**src/rtl/regfile_wb_arbiter.sv**
```systemverilog
// regfile_wb_arbiter
// Shares the single register-file write port between NUM_REQ writeback
// sources (e.g. ALU, load unit, mul/div) using round-robin arbitration.
// The write port signals are registered and drive the register file directly.
//
// Handshake: requester i transfers at a rising clk edge when
// req_valid[i] & req_ready[i] are both high. req_ready is one-hot (or zero),
// combinational from req_valid, wb_en, reset and the round-robin pointer.
// Requesters hold valid/addr/data stable until they see ready.
//
// Ports:
//   clk, reset            clock, synchronous active-high reset
//   wb_en                 global writeback enable (0 = no grants)
//   req_valid/addr/data   packed per-requester write requests
//   req_ready             one-hot grant
//   regwrite, reg_write_address, data_wb   registered register-file write port
//   reserve_valid/addr    register reservation strobe (scoreboard build only)
//   busy                  per-register pending-write flags
//
// Optional feature: define WB_SCOREBOARD_EN to build the busy scoreboard.
// Without it busy is tied to zero and the reservation inputs are ignored.

module regfile_wb_arbiter #(
    parameter int NUM_REQ = 3,
    parameter int ADDR_W  = 5,
    parameter int DATA_W  = 32
) (
    input  logic                        clk,
    input  logic                        reset,
    input  logic                        wb_en,
    input  logic [NUM_REQ-1:0]          req_valid,
    input  logic [NUM_REQ*ADDR_W-1:0]   req_addr,
    input  logic [NUM_REQ*DATA_W-1:0]   req_data,
    output logic [NUM_REQ-1:0]          req_ready,
    output logic                        regwrite,
    output logic [ADDR_W-1:0]           reg_write_address,
    output logic [DATA_W-1:0]           data_wb,
    input  logic                        reserve_valid,
    input  logic [ADDR_W-1:0]           reserve_addr,
    output logic [(1<<ADDR_W)-1:0]      busy
);

    localparam int IDX_W = (NUM_REQ > 2) ? 2 : 1;
    localparam int NREG  = 1 << ADDR_W;
    localparam logic [IDX_W-1:0] PTR_RST = IDX_W'(NUM_REQ - 1);

    logic [IDX_W-1:0]   ptr_q, ptr_d;
    logic [IDX_W-1:0]   grant_idx;
    logic               grant_found;
    logic [NUM_REQ-1:0] grant_oh;
    logic               transfer;
    logic [ADDR_W-1:0]  sel_addr;
    logic [DATA_W-1:0]  sel_data;

    logic               regwrite_q, regwrite_d;
    logic [ADDR_W-1:0]  addr_q, addr_d;
    logic [DATA_W-1:0]  data_q, data_d;

    // Round-robin search: start one past the last granted index and wrap.
    always_comb begin : arb_search
        int               idx;
        logic [IDX_W-1:0] cand;
        grant_idx   = ptr_q;
        grant_found = 1'b0;
        grant_oh    = '0;
        idx         = 0;
        cand        = '0;
        for (int k = 1; k <= NUM_REQ; k++) begin
            idx  = (int'(ptr_q) + k) % NUM_REQ;
            cand = IDX_W'(idx);
            if (!grant_found && req_valid[cand]) begin
                grant_found    = 1'b1;
                grant_idx      = cand;
                grant_oh[cand] = 1'b1;
            end
        end
    end

    // No grants while frozen or in reset; a grant always pairs with a valid.
    assign transfer  = grant_found && wb_en && !reset;
    assign req_ready = transfer ? grant_oh : '0;

    assign sel_addr = req_addr[grant_idx*ADDR_W +: ADDR_W];
    assign sel_data = req_data[grant_idx*DATA_W +: DATA_W];

    always_comb begin
        ptr_d      = ptr_q;
        regwrite_d = 1'b0;
        addr_d     = addr_q;
        data_d     = data_q;
        if (transfer) begin
            ptr_d      = grant_idx;
            // Writes to $zero are accepted but never reach the register file.
            regwrite_d = (sel_addr != '0);
            addr_d     = sel_addr;
            data_d     = sel_data;
        end
    end

    always_ff @(posedge clk) begin
        if (reset) begin
            ptr_q      <= PTR_RST;
            regwrite_q <= 1'b0;
            addr_q     <= '0;
            data_q     <= '0;
        end else begin
            ptr_q      <= ptr_d;
            regwrite_q <= regwrite_d;
            addr_q     <= addr_d;
            data_q     <= data_d;
        end
    end

    assign regwrite          = regwrite_q;
    assign reg_write_address = addr_q;
    assign data_wb           = data_q;

`ifdef WB_SCOREBOARD_EN
    logic [NREG-1:0] busy_q, busy_d;

    // Clear applied first so a same-edge reservation of the same register wins.
    always_comb begin
        busy_d = busy_q;
        if (transfer && (sel_addr != '0)) begin
            busy_d[sel_addr] = 1'b0;
        end
        if (reserve_valid && (reserve_addr != '0)) begin
            busy_d[reserve_addr] = 1'b1;
        end
        busy_d[0] = 1'b0;
    end

    always_ff @(posedge clk) begin
        if (reset) begin
            busy_q <= '0;
        end else begin
            busy_q <= busy_d;
        end
    end

    assign busy = busy_q;
`else
    logic unused_reserve;
    assign unused_reserve = ^{reserve_valid, reserve_addr};
    assign busy = {NREG{1'b0}};
`endif

endmodule

```
**config.mk**
```make
export PLATFORM = sky130hd
export DESIGN_NAME = regfile_wb_arbiter
export DESIGN_NICKNAME = d
export VERILOG_FILES = /design/src/rtl/regfile_wb_arbiter.sv
export SDC_FILE = /design/constraint.sdc
export NUM_CORES = 1
export LEC_CHECK = 0
export BUFFER_PORTS_ARGS = -buffer_cell sky130_fd_sc_hd__buf_2
export CAP_MARGIN = 10
export CORE_UTILIZATION = 41
export DETAILED_ROUTE_END_ITERATION = 6
export HOLD_SLACK_MARGIN = 0.06
export PLACE_DENSITY = 0.81
export SETUP_SLACK_MARGIN = 0.2
export SLEW_MARGIN = 20
export SYNTH_ARGS = -nofsm -noshare
export SYNTH_HDL_FRONTEND = slang
export SYNTH_SLANG_ARGS = --single-unit
```
**constraint.sdc**
```tcl
create_clock -name clk -period 2.8 [get_ports clk]
set_input_delay 0.28 -clock clk [delete_from_list [all_inputs] [get_ports clk]]
set_output_delay 0.28 -clock clk [all_outputs]
set_load 0.05 [all_outputs]
```
== Yosys cells after proc, flatten, opt, wreduce, memory -nomap -nowiden ==
Cells that the tools add are included.

* Flip-flop bits (word level): 40
* Input bits: 123
* Output and inout port bits: 73
* Word-level logic and storage cells: 56

* $add $sub $neg: 3
* Multipliers: 1
* Div/mod/pow operators: 3
* Magnitude comparators: 6
* Shift-type cells: 2
* Multiplexer cells: 22
* Bitwise logic cells: 3
* Reductions and logical operators: 12

{| class="wikitable"
|+ Operator list
! cell !! number
|-
| 32-bit by 3-bit modulo with 32-bit output (second input constant) || 3
|-
| 96-bit by 8-bit indexed part select with 32-bit output || 1
|-
| 15-bit by 6-bit indexed part select with 5-bit output || 1
|-
| 3-bit 2-to-1 mux || 4
|-
| 2-bit by 3-bit < comparator with 1-bit output (second input constant) || 3
|-
| 1-bit 2-to-1 mux || 9
|-
| 1-bit logical AND || 7
|-
| 2-bit by 2-bit adder with 3-bit output (second input constant) || 2
|-
| 1-bit binary-select mux with 2-bit select || 3
|-
| 1-bit demux with 2-bit select || 3
|-
| 2-bit by 1-bit >= comparator with 1-bit output (second input constant) || 3
|-
| 2-bit 2-to-1 mux || 3
|-
| 3-bit bitwise OR || 2
|-
| 2-bit by 3-bit multiplier with 5-bit output (second input constant) || 1
|-
| 5-bit nonzero test || 1
|-
| 2-bit by 1-bit adder with 3-bit output (second input constant) || 1
|-
| 1-bit logical NOT || 3
|-
| 2-bit OR reduction || 1
|-
| 1-bit NOT || 1
|}

== Depth between registers and ports, before layout ==
* Depth after elaboration: 15
* Gate-level depth with buffers: 12

== Least setup slack after synthesis ==
OpenSTA, ideal clock, no wires.

* Kind: register to output
* Start: reg ptr_q[0]
* End: out req_ready[0]
* Arrival: 3.011 ns
* Data required time: 2.520 ns
* Slack: -0.491 ns
* Cell stages (with the launch flop): 10
* Path through: dfxtp_1 > inv_1 > ha_1 > buf_2 > inv_1 > mux2i_4 > or3_1 > clkbuf_2 > nand3b_2 > a211oi_1

* Longest elaborated chain between the ends: 14

{| class="wikitable"
|+ Ends and longest elaborated chain
! element !! line !! text
|-
| start: declaration || 47 || <nowiki>logic [IDX_W-1:0] ptr_q, ptr_d;</nowiki>
|-
| start signal: assignment || 107 || <nowiki>ptr_q <= ptr_d;</nowiki>
|-
| branches (longest 13 deep; another with 32-bit by 3-bit modulo with 32-bit output) || -- ||
|-
| 3-bit 2-to-1 mux (*) || 81 || <nowiki>assign req_ready = transfer ? grant_oh : '0;</nowiki>
|-
| end: declaration || 34 || <nowiki>output logic [NUM_REQ-1:0] req_ready,</nowiki>
|}

Mark *: on every way between the ends. The select of a mux whose other input is x is not followed.

== Final worst setup path ==
* Start: reg ptr_q[0]
* End: out req_ready[2]

Same word-level chain as after synthesis.

==> flow_metrics.env <==
export IMPL_regToRegStartpoint="ptr_q[0]"
export IMPL_drcViolationCount=0
export IMPL_outcome="finished, final reports clean"
export IMPL_post_synth_top_count_cell="nand2_1"
export IMPL_r2r_cells=10
export IMPL_critPathKind="reg2out"
export IMPL_clock_tree_buffer_depth=2
export IMPL_final_period_minus_worst_setup_slack_ps=2520
export IMPL_drt_total_wl_mm=7.47
export IMPL_first_pass_iters=4
export IMPL_synth_yosys_warnings=0
export IMPL_setup_worst_path_start_class="register"
export IMPL_timing_reg2reg_setup_slack_ps=340
export IMPL_setup_worst_path_end_class="output port"
export IMPL_hold_viol=0
export IMPL_gp_congestion=0.932
export IMPL_synth_enable_flop_cells=0
export IMPL_tritoncts_clock_tree="done"
export IMPL_worst_hold_path_type="in2reg"
export IMPL_nFillCells=580
export IMPL_fin_crit_sh=0.901
export IMPL_max_clock_freq_mhz=396
export IMPL_post_route_cell_area_um2=3650
export IMPL_cp_common_cell="mux2i_4"
export IMPL_dieHeight_um=83.1
export IMPL_power_density_cell_area_nw_per_um2=1440
export IMPL_total_die_area_um2=6900
export IMPL_diode_count=0
export IMPL_syn_inst_count=308
export IMPL_cts_sinks=40
export IMPL_hold_start="req_data[21]"
export IMPL_final_cells=544
export IMPL_detailedRoute_firstIterationViolations=65
export IMPL_postRouteAntennaNets=0
export IMPL_ff_latch_area_um2=806
export IMPL_report_final_setup_viol=0
export IMPL_buffer_ports_inserted=157
export IMPL_post_route_cells_drive_above_1_share=0.435
export IMPL_floorplan_die_width_um=83.1
export IMPL_area_fraction_of_the_dominant_cell_type_after_synthesis=0.297
export IMPL_wire_length_of_the_first_global_routing_pass_mm=11.8
export IMPL_combined_area_of_the_multi_input_logic_cells_um2=1570
export IMPL_peakVddDrop_uv=864
export IMPL_arrival_ps=2240
export IMPL_reg2reg_to="reg_write_address[2]"
export IMPL_routedWlPerCell_um=13.7
export IMPL_h_tree_depth=2
export IMPL_fin_skew_ps=7.23
export IMPL_routed_via_count=2787
export IMPL_io_pins=196
export IMPL_rsz_0062_raised_after_global_routing="no"
export IMPL_core_area_um2=6350
export IMPL_clk_transition_reported_paths_ps=80
export IMPL_cp_slowest_cell="dfxtp_4"
export IMPL_synth_ff_latch_count=40
export IMPL_grt_overflow_total=0
export IMPL_number_of_buffers_inserted_during_clock_tree_synthesis=5
export IMPL_avgSynthCellArea_um2=8.75
export IMPL_synth_main_ff_cell="dfxtp_1"
export IMPL_synth_top_cells_by_count="41 x nand2_1, 40 x dfxtp_1, 39 x mux2i_1, 37 x inv_1, 34 x buf_4"
export IMPL_synthesized_cell_area_um2=2700
export IMPL_cts_hold_buffers_added=0
export IMPL_p_leak_uw=0.00190
export IMPL_cp_cell_sequence="inv_1, ha_4, mux2i_4, mux2i_4, or3_4, nand3b_4, a21oi_2, buf_2"
export IMPL_area_added_between_synthesis_and_finish_pct=35.4
export IMPL_hold_depth=3
export IMPL_cp_max_fo=7
export IMPL_yosys_cell_types_count=49
export IMPL_dp_cells=533
export IMPL_timing_max_transition_violations_final=0
export IMPL_ys_seq_area_frac=0.297
export IMPL_clkLatencyLatePin_ps=290
export IMPL_synth_top_cells_by_area="dfxtp_1 30%, mux2i_1 14%, o221ai_1 11%"
export IMPL_placement_rows=29
export IMPL_via_per_inst=5.12
export IMPL_cell_area_reported_after_detailed_placement_um2=3410
export IMPL_netlist_top_cell_by_area="dfxtp_1"
export IMPL_grt_max_degree=25
export IMPL_start_util=0.425
export IMPL_place_hpwl_mm=5.76
export IMPL_fin_setup_tns_ps=0
export IMPL_timing_critical_path_required_ps=2520
export IMPL_number_of_max_capacitance_violations_reported=0
export IMPL_finish_net_count=593
export IMPL_via_count_of_the_first_global_routing_pass=2709
export IMPL_synthArstFlopShare=0
export IMPL_holdWs_ps=272
export IMPL_cpPeakStageDelay_ps=380
export IMPL_global_route_usage_total=0.208
export IMPL_worstHoldEndpoint="data_wb[21]"
export IMPL_antenna_violations_before_repair=0
export IMPL_clock_tree_root_cell="clkbuf_8"
[stage by stage]
stage	power, uW	util	setup slack [ps]
after floorplan	4000	-	-40.5
after global routing	5520	0.575	183
final	5250	0.575	277
after global placement	4460	0.536	37.7
after CTS	5150	0.567	191
after detailed placement	4550	0.536	-46.9
[layout by cell type (no fill, tap or decap), types with 2 or more instances in the layout]
| cell | instances |
|---|---|
| o22ai_1 | 4 |
| nand4_1 | 2 |
| inv_1 | 37 |
| buf_6 | 4 |
| ha_1 | 2 |
| buf_4 | 12 |
| mux2i_4 | 4 |
| nand2_1 | 41 |
| mux2i_1 | 37 |
| o21ai_0 | 3 |
| or4_1 | 3 |
| nor2_1 | 7 |
| buf_2 | 155 |
| o221ai_1 | 33 |
| dfxtp_1 | 38 |
| nand2b_1 | 2 |
| nand3b_1 | 2 |
| conb_1 | 32 |
| clkbuf_8 | 5 |
| ha_4 | 2 |
| nor3_1 | 3 |
| a32oi_1 | 3 |
| a21oi_2 | 2 |
| o31ai_1 | 2 |
| a211oi_2 | 2 |
[worst max path at each step]
stage	from	to	cells after the start
3_3_place_gp	ptr_q[0]	data_wb[8]	9
4_1_cts	ptr_q[0]	req_ready[0]	8
2_1_floorplan	ptr_q[0]	req_ready[0]	9
3_5_place_dp	ptr_q[0]	data_wb[8]	9
5_1_grt	ptr_q[0]	req_ready[0]	8
6_report	ptr_q[0]	req_ready[2]	8
[final cells by class]
cell class              instances  area share
inverters                      37      0.0380
well taps                      77      0.0264
multi-input cells             210       0.430
flip-flops and latches         40       0.221
clock buffers                   6      0.0199
repair buffers                172       0.255
clock inverters                 2     0.00960
[timing repair]
item | CTS | global route
pin swaps | 0 | 3
cloned | 0 | 0
endpoints found under the setup margin | 42 | 34
buffers inserted | 1 | 2
resized for setup | 14 | 9
[registers in the layout, summed over array words and instances, names as in the netlist]
signal,count
reg_write_address,5
data_wb,32
regwrite,1
ptr_q,2
[layer usage]
layer  share of wire  global-route usage  wire [um]  vias to the layer above
li1                -                   -          -                     1347
met1            0.39               0.222       2920                     1301
met2            0.53               0.400       3940                      122
met3           0.061              0.0427        458                       17
met4           0.019              0.0737        145                        0
met5               0                   0          0                        -
[kinds of logic after synthesis]
family | synth area share
multiplexers | 0.168
buffers and inverters | 0.205
adder cells (fa/ha/maj) | 0.0186
other | 0.00139
flip-flops | 0.297
AO/OA/AOI/OAI | 0.184
AND/OR/NAND/NOR | 0.127
[power by group]
part	switching [uW]	internal, uW	total (uW)
Clock	202	265	467
Combinational	2400	1370	3760
Sequential	151	865	1020
[worst max-delay path, delay by kind of cell, from the launching register on]
| family | cells | cell delay [ps] |
|---|---|---|
| mux | 2 | 460 |
| flops | 1 | 380 |
| simple gates | 2 | 510 |
| buf+inv | 2 | 340 |
| compound gates | 1 | 50 |
| fa+ha+maj | 1 | 210 |
(Power assumes the default switching activity.)
